[config.mk]
export PLATFORM = sky130hd
export DESIGN_NAME = fft_stage_sequencer_flat
export DESIGN_NICKNAME = d
export VERILOG_FILES = /design/src/rtl/fft_stage_sequencer_if.sv /design/src/rtl/fft_stage_sequencer.sv /design/src/flat_wrapper.sv
export SDC_FILE = /design/constraint.sdc
export NUM_CORES = 1
export LEC_CHECK = 0
export CAP_MARGIN = 20
export CORE_MARGIN = 1
export CORE_UTILIZATION = 45
export DETAILED_ROUTE_END_ITERATION = 12
export PLACE_DENSITY = 0.73
export SETUP_SLACK_MARGIN = 0.02
export SLEW_MARGIN = 5
export SYNTH_ARGS = -nofsm -noshare
export SYNTH_HDL_FRONTEND = slang
export SYNTH_SLANG_ARGS = --single-unit
[constraint.sdc]
create_clock -name clk -period 1.7 [get_ports clk]
set_input_delay 0.34 -clock clk [delete_from_list [all_inputs] [get_ports clk]]
set_output_delay 0.34 -clock clk [all_outputs]
set_load 0.05 [all_outputs]
[src/rtl/fft_stage_sequencer_if.sv]
// Generator-side bundle of the FFT stage sequencer:
// stage control out, generator completion back.
interface fft_stage_sequencer_if;
    logic       should_run;
    logic       stage_start;
    logic [4:0] stage_count;
    logic       bank_sel;
    logic       gen_done;

    modport master (
        output should_run,
        output stage_start,
        output stage_count,
        output bank_sel,
        input  gen_done
    );

    modport slave (
        input  should_run,
        input  stage_start,
        input  stage_count,
        input  bank_sel,
        output gen_done
    );
endinterface

[src/rtl/fft_stage_sequencer.sv]
// Stage-level controller for the in-place radix-2 FFT engine.
// Runs each butterfly stage, drains the pipe, flips the ping-pong bank.
module fft_stage_sequencer #(
    parameter int unsigned FFT_N        = 10,
    parameter int unsigned DRAIN_CYCLES = 4
) (
    input  logic                         clk,
    input  logic                         rst_n,
    input  logic                         start,
    input  logic                         abort,
    output logic                         busy,
    output logic                         fft_done,
    output logic                         last_bank,
    fft_stage_sequencer_if.master        gen
);

    typedef enum logic [1:0] {
        IDLE   = 2'd0,
        RUN    = 2'd1,
        DRAIN  = 2'd2,
        FINISH = 2'd3
    } state_t;

    localparam logic [4:0] LAST_STAGE = 5'(FFT_N - 1);
    localparam logic [3:0] DRAIN_LOAD = 4'(DRAIN_CYCLES - 1);

    state_t     state_q, state_d;
    logic [3:0] cnt_q, cnt_d;
    logic [4:0] stage_q, stage_d;
    logic       bank_q, bank_d;
    logic       last_q, last_d;
    logic       sstart_q, sstart_d;

    // State register
    always_ff @(posedge clk or negedge rst_n) begin
        if (!rst_n) begin
            state_q <= IDLE;
        end else begin
            state_q <= state_d;
        end
    end

    // Next-state: abort overrides everything, DRAIN ignores gen_done
    always_comb begin
        state_d = state_q;
        if (abort) begin
            state_d = IDLE;
        end else begin
            unique case (state_q)
                IDLE:   if (start) state_d = RUN;
                RUN:    if (gen.gen_done) state_d = DRAIN;
                DRAIN: begin
                    if (cnt_q == 4'd0) begin
                        state_d = (stage_q == LAST_STAGE) ? FINISH : RUN;
                    end
                end
                FINISH: state_d = IDLE;
                default: state_d = IDLE;
            endcase
        end
    end

    // Stage index, bank, drain counter and result bank updates
    always_comb begin
        cnt_d    = cnt_q;
        stage_d  = stage_q;
        bank_d   = bank_q;
        last_d   = last_q;
        sstart_d = (state_d == RUN) && (state_q != RUN);
        if (!abort) begin
            unique case (state_q)
                IDLE: begin
                    if (start) begin
                        stage_d = 5'd0;
                        bank_d  = 1'b0;
                    end
                end
                RUN: begin
                    if (gen.gen_done) cnt_d = DRAIN_LOAD;
                end
                DRAIN: begin
                    if (cnt_q != 4'd0) begin
                        cnt_d = cnt_q - 4'd1;
                    end else if (stage_q != LAST_STAGE) begin
                        stage_d = stage_q + 5'd1;
                        bank_d  = ~bank_q;
                    end
                end
                FINISH: last_d = ~bank_q;
                default: ;
            endcase
        end
    end

    // Datapath registers
    always_ff @(posedge clk or negedge rst_n) begin
        if (!rst_n) begin
            cnt_q    <= 4'd0;
            stage_q  <= 5'd0;
            bank_q   <= 1'b0;
            last_q   <= 1'b0;
            sstart_q <= 1'b0;
        end else begin
            cnt_q    <= cnt_d;
            stage_q  <= stage_d;
            bank_q   <= bank_d;
            last_q   <= last_d;
            sstart_q <= sstart_d;
        end
    end

    // Outputs decoded from state and datapath registers
    always_comb begin
        busy            = (state_q != IDLE);
        fft_done        = (state_q == FINISH);
        gen.should_run  = (state_q == RUN);
        gen.stage_start = sstart_q;
        gen.stage_count = stage_q;
        gen.bank_sel    = bank_q;
        last_bank       = last_q;
    end

endmodule

[src/flat_wrapper.sv]
// flat-port wrapper written by rule: the top's interface ports become plain ports
module fft_stage_sequencer_flat 
#(
    parameter int unsigned FFT_N        = 10,
    parameter int unsigned DRAIN_CYCLES = 4
)
  (clk, rst_n, start, abort, busy, fft_done, last_bank, gen_should_run, gen_stage_start, gen_stage_count, gen_bank_sel, gen_gen_done);
  fft_stage_sequencer_if gen_i ();
  input  logic clk;
  input  logic rst_n;
  input  logic start;
  input  logic abort;
  output logic busy;
  output logic fft_done;
  output logic last_bank;
  output wire logic [$bits(gen_i.should_run)-1:0] gen_should_run;
  output wire logic [$bits(gen_i.stage_start)-1:0] gen_stage_start;
  output wire logic [$bits(gen_i.stage_count)-1:0] gen_stage_count;
  output wire logic [$bits(gen_i.bank_sel)-1:0] gen_bank_sel;
  input wire logic [$bits(gen_i.gen_done)-1:0] gen_gen_done;
  assign gen_should_run = gen_i.should_run;
  assign gen_stage_start = gen_i.stage_start;
  assign gen_stage_count = gen_i.stage_count;
  assign gen_bank_sel = gen_i.bank_sel;
  assign gen_i.gen_done = gen_gen_done;
  fft_stage_sequencer #(.FFT_N(FFT_N), .DRAIN_CYCLES(DRAIN_CYCLES)) u_core (.clk(clk), .rst_n(rst_n), .start(start), .abort(abort), .busy(busy), .fft_done(fft_done), .last_bank(last_bank), .gen(gen_i));
endmodule
# Yosys cells after proc, flatten, opt, wreduce, memory -nomap -nowiden
# Cells that the tools add are included.
dict set report totals {
  out_inout_bits 11
  elab_cells 49
  in_bits 5
  regBits 14
}
dict set report op_classes {
  n_addsub 2
  n_mux 17
  bitwise 2
  reduce_logical 10
  n_eq_ne 12
}
# op n
set op_table {}
lappend op_table {{2-to-1 mux 5 bit} 3}
lappend op_table {{2-to-1 mux 2 bit} 5}
lappend op_table {{one-hot mux 5 bit (2 select lines)} 1}
lappend op_table {{2-to-1 mux 4 bit} 2}
lappend op_table {{inequality test 2 x 1 -> 1 bit (second input constant)} 4}
lappend op_table {{one-hot mux 2 bit (4 select lines)} 1}
lappend op_table {{one-hot mux 4 bit (2 select lines)} 1}
lappend op_table {{nonzero test 2 bit} 3}
lappend op_table {{adder 5 x 1 -> 5 bit (second input constant)} 1}
lappend op_table {{== test 5 x 4 -> 1 bit (second input constant)} 1}
lappend op_table {{inequality test 5 x 4 -> 1 bit (second input constant)} 1}
lappend op_table {{AND reduction 5 bit} 1}
lappend op_table {{== test 2 x 1 -> 1 bit (second input constant)} 2}
lappend op_table {{== test 2 bit (second input constant)} 2}
lappend op_table {{logical NOT 4 bit} 1}
lappend op_table {{inequality test 2 bit (second input constant)} 2}
lappend op_table {{AND reduction 4 bit} 1}
lappend op_table {{nonzero test 4 bit} 1}
lappend op_table {{subtractor 4 x 1 -> 4 bit (second input constant)} 1}
lappend op_table {{2-to-1 mux 1 bit} 3}
lappend op_table {{logical NOT 2 bit} 1}
lappend op_table {{NOT 1 bit} 2}
lappend op_table {{one-hot mux 1 bit (2 select lines)} 1}
lappend op_table {{AND reduction 2 bit} 1}
lappend op_table {{logical AND 1 bit} 1}

# Logic depth before layout (Yosys ltp)
dict set report logic_depth {
  word_depth 7
  mapped_depth 6
  depth_no_buf 5
}

# Least setup slack after synthesis
# OpenSTA, ideal clock, no wires.
dict set report synth_path {
  path_type {reg-to-reg}
  from {register u_core.stage_q[0], in the netlist u_core.gen.stage_count[0]}
  to {register u_core.stage_q[4], in the netlist u_core.gen.stage_count[4]}
  required_ns 1.550
  slack_ns -0.069
  arrival_time_ns 1.620
  period_less_slack_ns 1.769
  stages_incl_launch_ff 5
  n_path_buf 0
  setup_time_ns 0.150
  path_cell_list {dfrtp_1 > ha_1 > inv_1 > or4_4 > mux2i_1}
}
dict set report synth_via {
  elab_chain_len 4
  elab_cells_between_ends 7
  classes_between {add/sub: 1; eq/ne: 2; mux: 3; reduce/logical: 1}
}
# item line_no
set synth_lines {}
lappend synth_lines {{from (decl)} fft_stage_sequencer.sv:29} ;# logic [4:0] stage_q, stage_d;
lappend synth_lines {{from (signal assigned)} fft_stage_sequencer.sv:105} ;# stage_q <= stage_d;
lappend synth_lines {{adder 5 x 1 -> 5 bit} fft_stage_sequencer.sv:85} ;# stage_d = stage_q + 5'd1;
lappend synth_lines {{2-to-1 mux 5 bit} fft_stage_sequencer.sv:84} ;# end else if (stage_q != LAST_STAGE) begin
lappend synth_lines {{2-to-1 mux 5 bit} fft_stage_sequencer.sv:82} ;# if (cnt_q != 4'd0) begin
lappend synth_lines {{one-hot mux 5 bit (2 select lines)} fft_stage_sequencer.sv:71} ;# unique case (state_q)
# Parallel ways exist; a longest one is shown, timed or not. The select of a mux whose other input is x is not followed.
# A chain may end at the register's enable or synchronous reset.

# Worst setup path after layout
dict set report layout_path {
  from {register u_core.cnt_q[0]}
  to {register u_core.stage_q[4], in the netlist u_core.gen.stage_count[4]}
}
dict set report layout_via {
  elab_chain_len 3
}
# item line_no
set layout_lines {}
lappend layout_lines {{from (decl)} fft_stage_sequencer.sv:28} ;# logic [3:0] cnt_q, cnt_d;
lappend layout_lines {{from (signal assigned)} fft_stage_sequencer.sv:104} ;# cnt_q <= cnt_d;
lappend layout_lines {{nonzero test 4 bit} fft_stage_sequencer.sv:82}
lappend layout_lines {{inequality test 2 bit (no source line)} n/a}
lappend layout_lines {{AND reduction 5 bit (no source line)} n/a}
# No other way between the ends.

==> impl_results.md <==
* CTS tree: done
* # fillers at 128
* Root buffer cell: clkbuf_4
* RePlAce Congestion at 0.748
* Fin crit share at 99.3%
* Final setup TNS at 0 ns
* Buffers on Ports at 15
* Fmax at 0.592 GHz
* Crit path max fanout at 2
* Vias per cell at 5.40
* Post-synthesis simple-gate area fraction at 27.3%
* Synth Area in Compound Gates at 14.0%
* WL final at 2.16 mm
* Synth Area in Adders at 6.04%
* RSZ-0062 raised after global routing: true
* Clk sink count at 14
* First-pass GRT wire length at 3.40 mm
* CP Cell Sequence: inv_2 > ha_4 > or3b_4 > or4_4 > mux2i_1
* Max VDD drop at 0.000418 V
* 1st-iter DRT viols at 17
* Area share of the leading cell type in the synthesized netlist at 42.3%
* CP delay by family, top: simple AND/OR/NAND/NOR gates
* Hold Fails Final Rpt at 0
* CTS Buf Count at 3
* Layout Cells excl Fill at around 150
* CORE AREA at 1730 um2
* Die footprint at a little over 2000 um2
* Hold Buf Count CTS at 0
* Mapped Nets at 93
* Seq cells post-synth at 14
* Vias in the first global route at 756
* Clock transition at path regs at 0.09 ns
* Cell area after synthesis at 828 um2
* DR pass1 iterations at 4
* Mux share of post-synthesis cell area at 6.04%
* Flop pwr share at 43.0%
* Clock buffer depth at 2
* CP endpoint kind: register
* Status: completed
* Crit path kind: register to register
* Initial antenna violation count at 0
* Worst Skew at about 0.0073 ns
* Final setup fails at 0
* Clock power share at 29.5%
* Critical Path AT at 1.87 ns
* Register area share after synthesis at 42.3%
* Max Cap Viol at 0
* GRT Util Overall at about a quarter
* Tmin final at approximately 1.7 ns
* Worst-Skew Late Latency at 0.29 ns
* Synthesis Warnings at 0
* Critical-path top delay cell: or4_4
* Die Y at 44.9 um
* Sw frac at a little over 30%
* Vias at approximately 780
* Req. time, crit path at 1.88 ns
* NetSw at 0.260 mW
* Main combinational cell family by area after synthesis: simple AND/OR/NAND/NOR gates
* Nets@finish at 130
* Site row count at 15
* Layout cells sized above 1 at 40.8%
* Chip width at 44.9 um
* Worst slew pin tran at 0.403 ns
* Placed Instances at 136
* Diode count at 0
* IO Pins at 16
* Yosys cell types at 34
* Delay of the slowest cell on the worst path at 0.49 ns
* Cells after Synth at 84
* Initial Util at 48.0%
* Hold Path Class: input port to asynchronous set/reset pin
* HPWL Detailed at 1.41 mm
* Area leader, netlist: dfrtp_1
* Synthesis-to-finish area growth at 49.5%
* Worst path bufs/invs at 1
* Comb power frac at between 20% and 30%
* Final max-slew violation count at 0
* Pwr/cell area at ~680 nW/um2
* Synth top area cells: dfrtp_1 (42%), ha_1 (6.0%), mux2i_1 (6.0%), nand2_1 (4.1%), nand3_1 (3.0%)
* LEAKAGE at around 0.6 nW
* Xor and xnor fraction of the mapped netlist area at 0%
* Critical path startpoint category: register
* DRC Markers at 0
* Internal power at 0.582 mW
* WL/cell at around 15 um
* Worst slew margin at 73.1%
* Post-route ant nets at 0
* Largest net degree at the start of global routing at 15
* Post-Syn Area per Cell at 9.86 um2
* H-tree levels at 1
* Total gr overflow at 0
[final timing paths]
check / start / end / slack (ns) / cells after the start
min reg2reg: u_core.last_bank / u_core.last_bank / 0.51 / 2
max: u_core.cnt_q[0] / u_core.gen.stage_count[4] / 0.01 / 5
min in group clk: u_core.last_bank / u_core.last_bank / 0.51 / 2
min: rst_n / u_core.gen.stage_count[1] / 0.35 / 2
max in group asynchronous: rst_n / u_core.gen.stage_count[0] / 1.16 / 2
max reg2reg: u_core.cnt_q[0] / u_core.gen.stage_count[4] / 0.01 / 5
[metrics by stage]
stage,utilization [%],setup slack (ns),power (mW),hold WS [ns],cell area [um2]
after CTS,69.6,-0.00312,0.829,0.360,1200
after floorplan,-,-0.0246,0.487,0.0444,832
after global placement,64.6,-0.259,0.572,0.489,1110
after detailed placement,64.6,-0.270,0.573,0.496,1110
after global routing,71.7,-0.0490,0.875,0.381,1240
final,71.7,0.0120,0.842,0.351,1240
[cell usage after synthesis]
cell type / number
dfrtp_1: 14
nand2_1: 9
inv_1: 5
mux2i_1: 5
nand3_1: 5
ha_1: 4
clkbuf_1: 3
o21ai_0: 3
o31ai_1: 3
a21oi_1: 2
nand2b_1: 2
nor2_1: 2
nor2b_1: 2
nor3_1: 2
nor3b_1: 2
o211ai_1: 2
or4bb_1: 2
a211o_1: 1
a31oi_1: 1
and3_1: 1
buf_2: 1
nand3b_1: 1
nand4_1: 1
nor4bb_1: 1
o2111ai_1: 1
o311ai_0: 1
o31ai_2: 1
o32ai_1: 1
or2_2: 1
or3b_1: 1
or3b_4: 1
or4_4: 1
or4b_1: 1
or4b_2: 1
[layout make-up]
class	instances	area (um2)	area share (%)
multi-input combinational	61	488	39.4
sequential	14	352	28.4
timing repair buffer	36	313	25.3
clock buffer	4	36.3	2.93
tap	25	31.3	2.53
inverter	5	18.8	1.52
[cells in the final DEF, fill, tap and decap left out, drive strengths merged]
master / instances
nor3b: 2
a31oi: 1
nor2: 2
nand3b: 1
clkbuf: 4
nand2: 9
nand4: 1
or2: 1
or4b: 2
ha: 4
o2111ai: 1
a21oi: 2
o31ai: 4
nand2b: 2
o211ai: 2
o21ai: 3
and3: 1
nor3: 2
nor4bb: 1
clkdlybuf4s50: 4
or3b: 2
or4: 1
o32ai: 1
mux2i: 5
nor2b: 2
nand3: 5
a211o: 1
buf: 32
inv: 5
or4bb: 2
o311ai: 1
dfrtp: 14
[metal layers]
metal	wire, um	global-route usage (%)	up-vias
li1	-	-	384
met1	967	30.5	381
met2	1120	42.4	16
met3	50	1.20	2
met4	20	14.5	0
met5	0	0	-
[timing repair]
action | in CTS | in global routing
pin swaps | 1 | 0
buffers inserted | 4 | 1
setup endpoints to repair | 6 | 6
gates resized for setup | 6 | 7
[registers in the layout, summed over array words and instances (netlist names)]
register,cells
u_core.gen.stage_count,5
u_core.gen.bank_sel,1
u_core.state_q,2
u_core.cnt_q,4
u_core.last_bank,1
u_core.gen.stage_start,1
[cells by family after synthesis]
group                      Yosys count
adders and majority gates            4
muxes                                5
AOI/OAI and AO/OA                   16
buffers and inverters                9
and+or+nand+nor                     36
DFF                                 14
[power groups by stage]
stage | clock (mW) | sequential [mW] | combinational [mW]
final | 0.249 | 0.362 | 0.231
after detailed placement | 0 | 0.369 | 0.205
after global placement | 0 | 0.368 | 0.204
after CTS | 0.249 | 0.362 | 0.218
after floorplan | 0 | 0.409 | 0.0777
after global routing | 0.264 | 0.364 | 0.247
No activity file was read; power rests on OpenSTA's default activity.
